<file path="config.mk">
export PLATFORM = sky130hd
export DESIGN_NAME = hazard_ctrl_sb
export DESIGN_NICKNAME = d
export VERILOG_FILES = /design/src/rtl/hazard_pkg.sv /design/src/rtl/hazard_scoreboard.sv /design/src/rtl/hazard_ctrl_sb.sv
export SDC_FILE = /design/constraint.sdc
export NUM_CORES = 1
export LEC_CHECK = 0
export BUFFER_PORTS_ARGS = -buffer_cell sky130_fd_sc_hd__buf_2
export CELL_PAD_IN_SITES_DETAIL_PLACEMENT = 0
export CELL_PAD_IN_SITES_GLOBAL_PLACEMENT = 1
export CORE_MARGIN = 4
export CORE_UTILIZATION = 50
export DETAILED_ROUTE_END_ITERATION = 12
export GPL_ROUTABILITY_DRIVEN = 0
export PLACE_DENSITY_LB_ADDON = 0.1
export SYNTH_ARGS = -nofsm -noshare
export SYNTH_HDL_FRONTEND = slang
export SYNTH_SLANG_ARGS = --single-unit
</file>
<file path="constraint.sdc">
create_clock -name clk -period 5.45 [get_ports clk]
set_input_delay 0.2725 -clock clk [delete_from_list [all_inputs] [get_ports clk]]
set_output_delay 0.2725 -clock clk [all_outputs]
set_load 0.02 [all_outputs]
</file>
<file path="src/rtl/hazard_pkg.sv">
// Shared helpers for the hazard/stall controller.
// Stage bits of pause/bubble/flush vectors: bit NSTAGE-1 is ID, and the lower
// bits are progressively older stages (EX, MEM, ...).
package hazard_pkg;

  // Bit position of each named stage within an NSTAGE-wide stage vector.
  function automatic int stg_id(input int nstage);
    return nstage - 1;
  endfunction

  function automatic int stg_ex(input int nstage);
    return nstage - 2;
  endfunction

  function automatic int stg_mem(input int nstage);
    return nstage - 3;
  endfunction

  // Register-index width, never narrower than one bit.
  function automatic int reg_w(input int nreg);
    return (nreg > 1) ? $clog2(nreg) : 1;
  endfunction

endpackage

</file>
<file path="src/rtl/hazard_scoreboard.sv">
// Per-register countdown scoreboard for multi-cycle (mul/div) results.
// Each entry holds the number of cycles until its result is available.
// Ports:
//   clk, rst_n          clock, asynchronous active-low reset
//   issue/issue_rd/lat  start a countdown for issue_rd (lat 0 counts as 1)
//   done/done_rd        result written back, clear the entry
//   kill                clear every entry (beats a same-cycle issue)
//   busy                per-register "result still pending" flags
module hazard_scoreboard #(
  parameter int NREG = 32,
  parameter int RW   = 5,
  parameter int LW   = 3
) (
  input  logic            clk,
  input  logic            rst_n,
  input  logic            issue,
  input  logic [RW-1:0]   issue_rd,
  input  logic [LW-1:0]   issue_lat,
  input  logic            done,
  input  logic [RW-1:0]   done_rd,
  input  logic            kill,
  output logic [NREG-1:0] busy
);

  logic [LW-1:0] cnt [NREG];
  logic [LW-1:0] lat_eff;

  assign lat_eff = (issue_lat == '0) ? LW'(1) : issue_lat;

  // NOTE: the array is tiny and its contents gate stalls directly, so every
  // entry is reset; an unreset entry would stall on garbage after power-up.
  always_ff @(posedge clk or negedge rst_n) begin
    if (!rst_n) begin
      for (int r = 0; r < NREG; r++) cnt[r] <= '0;
    end else begin
      // Entry 0 is x0 and keeps its reset value forever.
      for (int r = 1; r < NREG; r++) begin
        // NOTE: non-blocking assignments keep every entry updating from the
        // same pre-edge values, independent of statement order.
        if (kill)                                cnt[r] <= '0;
        else if (issue && issue_rd == RW'(r))    cnt[r] <= lat_eff;
        else if (done && done_rd == RW'(r))      cnt[r] <= '0;
        else if (cnt[r] != '0)                   cnt[r] <= cnt[r] - LW'(1);
      end
    end
  end

  always_comb begin
    for (int r = 0; r < NREG; r++) busy[r] = (cnt[r] != '0);
  end

endmodule

</file>
<file path="src/rtl/hazard_ctrl_sb.sv">
// Hazard/stall controller for an NSTAGE in-order pipeline with a multi-cycle
// result scoreboard, WAW checks, x0 masking, flush priority and a saturating
// stall-cycle counter.
// Ports:
//   id_*         ID-stage sources/destination and multi-cycle flag
//   ex_*         EX destination, load, redirect, multi-cycle issue + latency
//   wb_mc_*      multi-cycle writeback; mc_kill cancels all pending results
//   flush        per-stage flush request; s_exception flushes from MEM
//   pc_pause     hold PC; pause/bubble per stage (bit NSTAGE-1 = ID)
//   mc_busy      any multi-cycle result pending; stall_cnt saturating count
module hazard_ctrl_sb
  import hazard_pkg::*;
#(
  parameter int NSTAGE  = 4,
  parameter int NREG    = 32,
  parameter int RW      = reg_w(NREG),
  parameter int LW      = 3,
  parameter int MC_PIPE = 0,
  parameter int CW      = 32
) (
  input  logic              clk,
  input  logic              rst_n,
  input  logic [RW-1:0]     id_rs1,
  input  logic [RW-1:0]     id_rs2,
  input  logic              id_use_rs1,
  input  logic              id_use_rs2,
  input  logic [RW-1:0]     id_rd,
  input  logic              id_we,
  input  logic              id_mc,
  input  logic [RW-1:0]     ex_rd,
  input  logic              ex_load,
  input  logic              ex_jump,
  input  logic              ex_mc_valid,
  input  logic [LW-1:0]     ex_mc_lat,
  input  logic              wb_mc_done,
  input  logic [RW-1:0]     wb_mc_rd,
  input  logic              mc_kill,
  input  logic [NSTAGE-1:0] flush,
  input  logic              s_exception,
  output logic              pc_pause,
  output logic [NSTAGE-1:0] pause,
  output logic [NSTAGE-1:0] bubble,
  output logic              mc_busy,
  output logic [CW-1:0]     stall_cnt
);

  localparam int STG_ID  = stg_id(NSTAGE);
  localparam int STG_EX  = stg_ex(NSTAGE);
  localparam int STG_MEM = stg_mem(NSTAGE);

  logic [NSTAGE-1:0] kill_vec;
  logic [NREG-1:0]   sb_busy;
  logic              any_kill;
  logic              load_use, sb_raw, sb_waw, struct_hz, stall;
  logic              mc_issue;

  assign kill_vec = flush
                  | (NSTAGE'(ex_jump)     << STG_EX)
                  | (NSTAGE'(s_exception) << STG_MEM);
  assign any_kill = |kill_vec;

  // A multi-cycle op only issues if EX and everything older survive.
  assign mc_issue = ex_mc_valid && (kill_vec[STG_EX:0] == '0) && (ex_rd != '0);

  hazard_scoreboard #(.NREG(NREG), .RW(RW), .LW(LW)) u_sb (
    .clk       (clk),
    .rst_n     (rst_n),
    .issue     (mc_issue),
    .issue_rd  (ex_rd),
    .issue_lat (ex_mc_lat),
    .done      (wb_mc_done),
    .done_rd   (wb_mc_rd),
    .kill      (mc_kill),
    .busy      (sb_busy)
  );

  assign mc_busy = |sb_busy;

  // x0 never carries a dependency.
  assign load_use  = ex_load && (ex_rd != '0) &&
                     ((id_use_rs1 && id_rs1 == ex_rd) || (id_use_rs2 && id_rs2 == ex_rd));
  assign sb_raw    = (id_use_rs1 && id_rs1 != '0 && sb_busy[id_rs1]) ||
                     (id_use_rs2 && id_rs2 != '0 && sb_busy[id_rs2]);
  assign sb_waw    = id_we && (id_rd != '0) && sb_busy[id_rd];
  assign struct_hz = id_mc && mc_busy && (MC_PIPE == 0);
  assign stall     = !any_kill && (load_use || sb_raw || sb_waw || struct_hz);

  // Flush beats stall: the oldest flushed stage and everything younger get
  // bubbles, so a running OR from bit 0 upward marks bits >= lowest set bit.
  always_comb begin
    // NOTE: every output gets a default first so no path leaves it
    // unassigned, which would otherwise infer a latch.
    logic acc;
    acc      = 1'b0;
    pc_pause = 1'b0;
    pause    = '0;
    bubble   = '0;
    if (any_kill) begin
      pc_pause = 1'b1;
      for (int i = 0; i < NSTAGE; i++) begin
        acc       = acc | kill_vec[i];
        bubble[i] = acc;
      end
    end else if (stall) begin
      pc_pause       = 1'b1;
      pause[STG_ID]  = 1'b1;
      bubble[STG_EX] = 1'b1;
    end
  end

  always_ff @(posedge clk or negedge rst_n) begin
    if (!rst_n)                         stall_cnt <= '0;
    else if (stall && stall_cnt != '1)  stall_cnt <= stall_cnt + CW'(1);
  end

endmodule

</file>
# Word level (Yosys, flattened, before mapping)
# Cells that the tools add are included.
# op_classes
n_lt_le_gt_ge,3
add_sub_neg,32
bitwise,5
n_mux,137
n_eq_ne,65
reduce_logical,154
# op_table
cell,count
$mux 3,125
$eq 5x5->1 const B,32
$reduce_bool 4->1,31
$reduce_bool 3->1,32
$sub 3x1->3 const B,31
$eq 5x4->1 const B,16
$logic_and 1x1->1,77
$eq 5x3->1 const B,8
$add 32x1->32 const B,1
$ne 32x32->1 const B,1
$reduce_or 32->1,1
$eq 5x2->1 const B,4
$reduce_bool 5->1,4
$lt 5x6->1 const B,3
$bmux 1 s5,3
$eq 5x1->1 const B,2
$eq 5x5->1,2
$mux 1,8
$logic_not 3->1,2
$logic_or 1x1->1,5
$or 4x2->4,1
$or 4x3->4,1
$reduce_or 4->1,1
$or 1x1->1,3
other kinds (2),2
# word_totals
ff_bits,125
output_inout_bits,42
wordCells,428
in_bits,44

# Logic depth before layout (Yosys ltp)
# logic_depth
ltp_word,11
mapped_depth,11
depth_no_buf,10

# Modules after synthesis
# A second synthesis with hierarchy kept.
# unflattened
cells_unflattened,936
area_unflattened_um2,8787.2
# modules_own_cells
module,seq_area_each_um2,instances,cells_each,area_per_inst_um2
hazard_scoreboard,2327.2,1,663,6042.0
hazard_ctrl_sb,800.8,1,273,2745.1

# Least setup slack after synthesis
# No wires, ideal clock.
# synth_path
kind,register to output
startpoint,reg u_sb.cnt[48] (netlist bit)
endpoint,out bubble[2]
setup_slack_ns,2.475
arrival_time_ns,2.703
path_buffers,1
stages_incl_launch_ff,11
required_time_ns,5.178
path_cell_list,dfrtp_1 -> inv_1 -> ha_1 -> nand2b_4 -> mux4_2 -> mux2_2 -> a221o_1 -> o21a_2 -> nor4_4 -> buf_6 -> o211ai_1
# synth_via
elab_chain_len,11
elab_cells_between_ends,19
classes_between,mux: 8; reduce/logical: 11
# synth_rtl
element,line,rtl
from (decl),hazard_scoreboard.sv:25,logic [LW-1:0] cnt [NREG];
"from (signal, indexed assignment)",hazard_scoreboard.sv:41,else if (issue && issue_rd == RW'(r)) cnt[r] <= lat_eff;
$reduce_bool 3->1 *,hazard_scoreboard.sv:49,for (int r = 0; r < NREG; r++) busy[r] = (cnt[r] != '0);
$bmux 1 s5 (on tied branches),"hazard_ctrl_sb.sv:82, hazard_ctrl_sb.sv:83",
$mux 1 (on tied branches),"hazard_ctrl_sb.sv:82, hazard_ctrl_sb.sv:83",
$logic_and 1x1->1 (on tied branches),"hazard_ctrl_sb.sv:82, hazard_ctrl_sb.sv:83",
$logic_or 1x1->1,hazard_ctrl_sb.sv:82,assign sb_raw = (id_use_rs1 && id_rs1 != '0 && sb_busy[id_rs1]) ||
$logic_or 1x1->1 (2 in a row),hazard_ctrl_sb.sv:86,assign stall = !any_kill && (load_use || sb_raw || sb_waw || struct_hz);
$logic_or 1x1->1 *,hazard_ctrl_sb.sv:86,
$logic_and 1x1->1 *,hazard_ctrl_sb.sv:86,
$mux 1 *,hazard_ctrl_sb.sv:104,end else if (stall) begin
$mux 1 *,hazard_ctrl_sb.sv:98,if (any_kill) begin
to (decl),hazard_ctrl_sb.sv:42,"output logic [NSTAGE-1:0] bubble,"
# Every way passes the cells marked *; elsewhere a longest branch is shown, timed or not. The select of a mux whose other input is x is not followed.

# Worst setup path after layout
# layout_path
startpoint,reg u_sb.cnt[48] (netlist bit)
endpoint,out pc_pause
# layout_via
elab_chain_len,11
elab_cells_between_ends,19
classes_between,mux: 8; reduce/logical: 11
# layout_rtl
element,line,rtl
$reduce_bool 3->1 *,hazard_scoreboard.sv:49,
$bmux 1 s5 (on tied branches),"hazard_ctrl_sb.sv:82, hazard_ctrl_sb.sv:83",
$mux 1 (on tied branches),"hazard_ctrl_sb.sv:82, hazard_ctrl_sb.sv:83",
$logic_and 1x1->1 (on tied branches),"hazard_ctrl_sb.sv:82, hazard_ctrl_sb.sv:83",
$logic_or 1x1->1,hazard_ctrl_sb.sv:82,
$logic_or 1x1->1 (2 in a row),hazard_ctrl_sb.sv:86,
$logic_or 1x1->1 *,hazard_ctrl_sb.sv:86,
$logic_and 1x1->1 *,hazard_ctrl_sb.sv:86,
$mux 1 *,hazard_ctrl_sb.sv:104,
$mux 1 *,hazard_ctrl_sb.sv:98,
to (decl),hazard_ctrl_sb.sv:40,"output logic pc_pause,"
# Marked as above.

==> summary.txt <==
Timing
  – Worst slew pin tran: 1.13 ns
  – Unrepaired setup endpoints after global routing: false
  – Max Fclk: 238 MHz
  – Post-route minimum period: 4.21 ns
  – Final hold vios: 0
  – Slew headroom: 0.239
  – Final clock skew: 0.00824 ns
  – Fin crit share: 0.772
  – Final worst slack: 1.24 ns
  – Setup TNS: 0 ns
  – Endpoints failing setup: 0
  – Pins Over Slew Limit: 0

Synth
  – Synth Instances: 1109
  – Post-synth top cells: nor2_1, dfrtp_1, a21oi_1
  – Synth Warn #: 3
  – Yosys reg bits: 125
  – Synth Flop Type: dfrtp_1
  – Share of flip-flops with an asynchronous set or reset: 1.00
  – Synthesized area: 9340 sq um
  – Synth top area cells: dfrtp_1, ha_1, nor2_1, a21oi_1, nor3_1
  – Number of synthesized flops with an enable pin: 0
  – Mean post-synth cell area: 8.42 sq um
  – Post-synth top area share: 0.335
  – Count leader, synth: nor2_1
  – Yosys cell types: 62
  – Cell taking the most area after synthesis: dfrtp_1
  – Sequential area share after synthesis: 0.335

Floorplanning
  – Io pins: 86
  – Die Span Y: 145 microns
  – Core Area: 18100 sq um
  – Row cnt: 49
  – Initial Utilization: 0.514
  – Die Wd: 145 microns
  – Die ar.: 20900 sq um

Cells and area
  – P&R area growth vs syn: 12.4%
  – Antenna diodes: 0
  – Fraction of layout cells with a size suffix above 1: 0.134
  – Fin nets: 1272

Pwr
  – Final Power: 0.00544 W
  – P per Cell Area: 518 nW/um^2
  – Leakage Power: 5.01 nW
  – Peak supply drop: 0.240 mV

Worst setup path
  – WP data required: 5.18 ns
  – R2R cell count: 11
  – R2R Path End: stall_cnt[31]
  – Worst Setup Path Type: flop to output pin
  – Crit-path max FO: 18
  – Worst setup EP type: output pin
  – Critical Path Start Type: flop
  – WP data arrival: 3.93 ns
  – Reg2reg setup slack: 1.76 ns
  – FF-to-FF Start: u_sb.cnt[48]

Flow run
  – Max Cap Violations: 0

GRT
  – Initial antenna violation count: 0
  – Global route overflow: 0
  – Vias in the first global route: 7918
  – GRT Total Usage: 0.258
  – Largest net degree at the start of global routing: 84
  – First-pass GRT wire length: 42000 microns

Outcome
  – Status: finished, final reports clean

Clock network
  – Setup bufs post-CTS: 0
  – CTS tree: done
  – Clock Pin Slew Worst Setup and Hold Paths: 0.06 ns
  – Num CTS Buffers: 17
  – Number of gates resized after cts: 0
  – Htree depth: 4
  – CTS Root Cell: clkbuf_16
  – Clk sink count: 125
  – Worst-Skew Late Latency: 0.43 ns
  – Hold_buf cts: 1
  – CTS max path bufs: 2

Route
  – Routed wire length: 26200 microns
  – Avg WL per Cell: 18.6 microns
  – Drt drc: 0
  – Drt pass-1 iters: 5
  – Routed vias: 8225
  – Via density: 5.85
  – First DRT Iteration DRCs: 568
  – Final ANT Viol Nets: 0

Min path
  – Hold Path End: u_sb.cnt[66]
  – Hold Startpoint: mc_kill
  – Hold path depth: 2
  – Hold Path Class: primary input to flop

Place
  – DP HPWL: 18500 microns
  – IO buf count: 81
  – Worst slack, placed: 1.72 ns
## critical path, stage by stage (launching register included)
cell and delay, ns:
dfrtp_1 0.39, inv_1 0.10, ha_1 0.25, nand2b_4 0.08
mux4_2 0.47, mux2_2 0.28, a221o_1 0.35, o21a_2 0.14
nor4_4 0.83, buf_4 0.36, nand2_1 0.08, buf_2 0.16
## routing by layer
layer	vias to the layer above	GRT usage	wire, microns
met2	242	0.420	12600
met4	0	0.0864	594
li1	4006	-	-
met1	3933	0.350	11600
met5	-	0	0
met3	44	0.0433	1410
## power by group
| group | leakage, nW | switching, W | internal, W |
|---|---|---|---|
| Clock | 0.298 | 0.000475 | 0.000774 |
| Combinational | 3.06 | 0.00152 | 0.00123 |
| Sequential | 1.65 | 0.000200 | 0.00123 |
## registers in the layout, indices dropped and copies added (netlist names)
name	count
u_sb.cnt	93
stall_cnt	32
## cells by family (layout without fill, tap and decap cells)
family                     after synthesis  count (layout)  share of synthesized area
muxes                                   45              45                     0.0716
AOI/OAI and AO/OA                      191             191                      0.129
xor gates and xnor gates                57              57                     0.0535
DFF                                    125             125                      0.335
buffers and inverters                  119             186                     0.0532
and+or+nand+nor                        507             507                      0.273
adders and majority gates               63              63                     0.0844
other                                    2               4                   0.000804
## area by class of cell
type                    instances  area [sq um]
well taps                     229           287
clock inverters                15           214
fillers                      1669          7660
inverters                      66           248
multi-input cells             867          5720
clock buffers                  17           425
flip-flops and latches        125          3130
repair buffers                 88           467
## placed cells by master (no fill, tap or decap), drive strengths merged, types with 39 or more instances in the layout
cell,n
ha,63
nor3,92
inv,68
nor2,178
nand2,73
a21oi,104
dfrtp,125
buf,87
nand2b,47
a22oi,39
## through the flow
| stage | instances | cell area [sq um] | hold slack, ns | util |
|---|---|---|---|---|
| after global placement | 1374 | 9840 | 0.336 | 0.542 |
| after CTS | 1407 | 10500 | 0.178 | 0.578 |
| after floorplan | 1111 | 9340 | -0.0231 | - |
| after global routing | 1407 | 10500 | 0.214 | 0.578 |
| after detailed placement | 1374 | 9840 | 0.331 | 0.542 |
| final | 1407 | 10500 | 0.184 | 0.578 |
## worst max-delay path by stage
stage,startpoint,to,slack (ns),depth (start not counted)
2_1_floorplan,u_sb.cnt[48],bubble[2],2.47,10
3_3_place_gp,u_sb.cnt[48],pc_pause,1.78,11
3_5_place_dp,u_sb.cnt[60],pc_pause,1.72,11
4_1_cts,u_sb.cnt[48],pc_pause,1.24,11
5_1_grt,u_sb.cnt[75],pc_pause,1.03,11
6_report,u_sb.cnt[48],pc_pause,1.24,11
No activity file was read; power rests on OpenSTA's default activity.
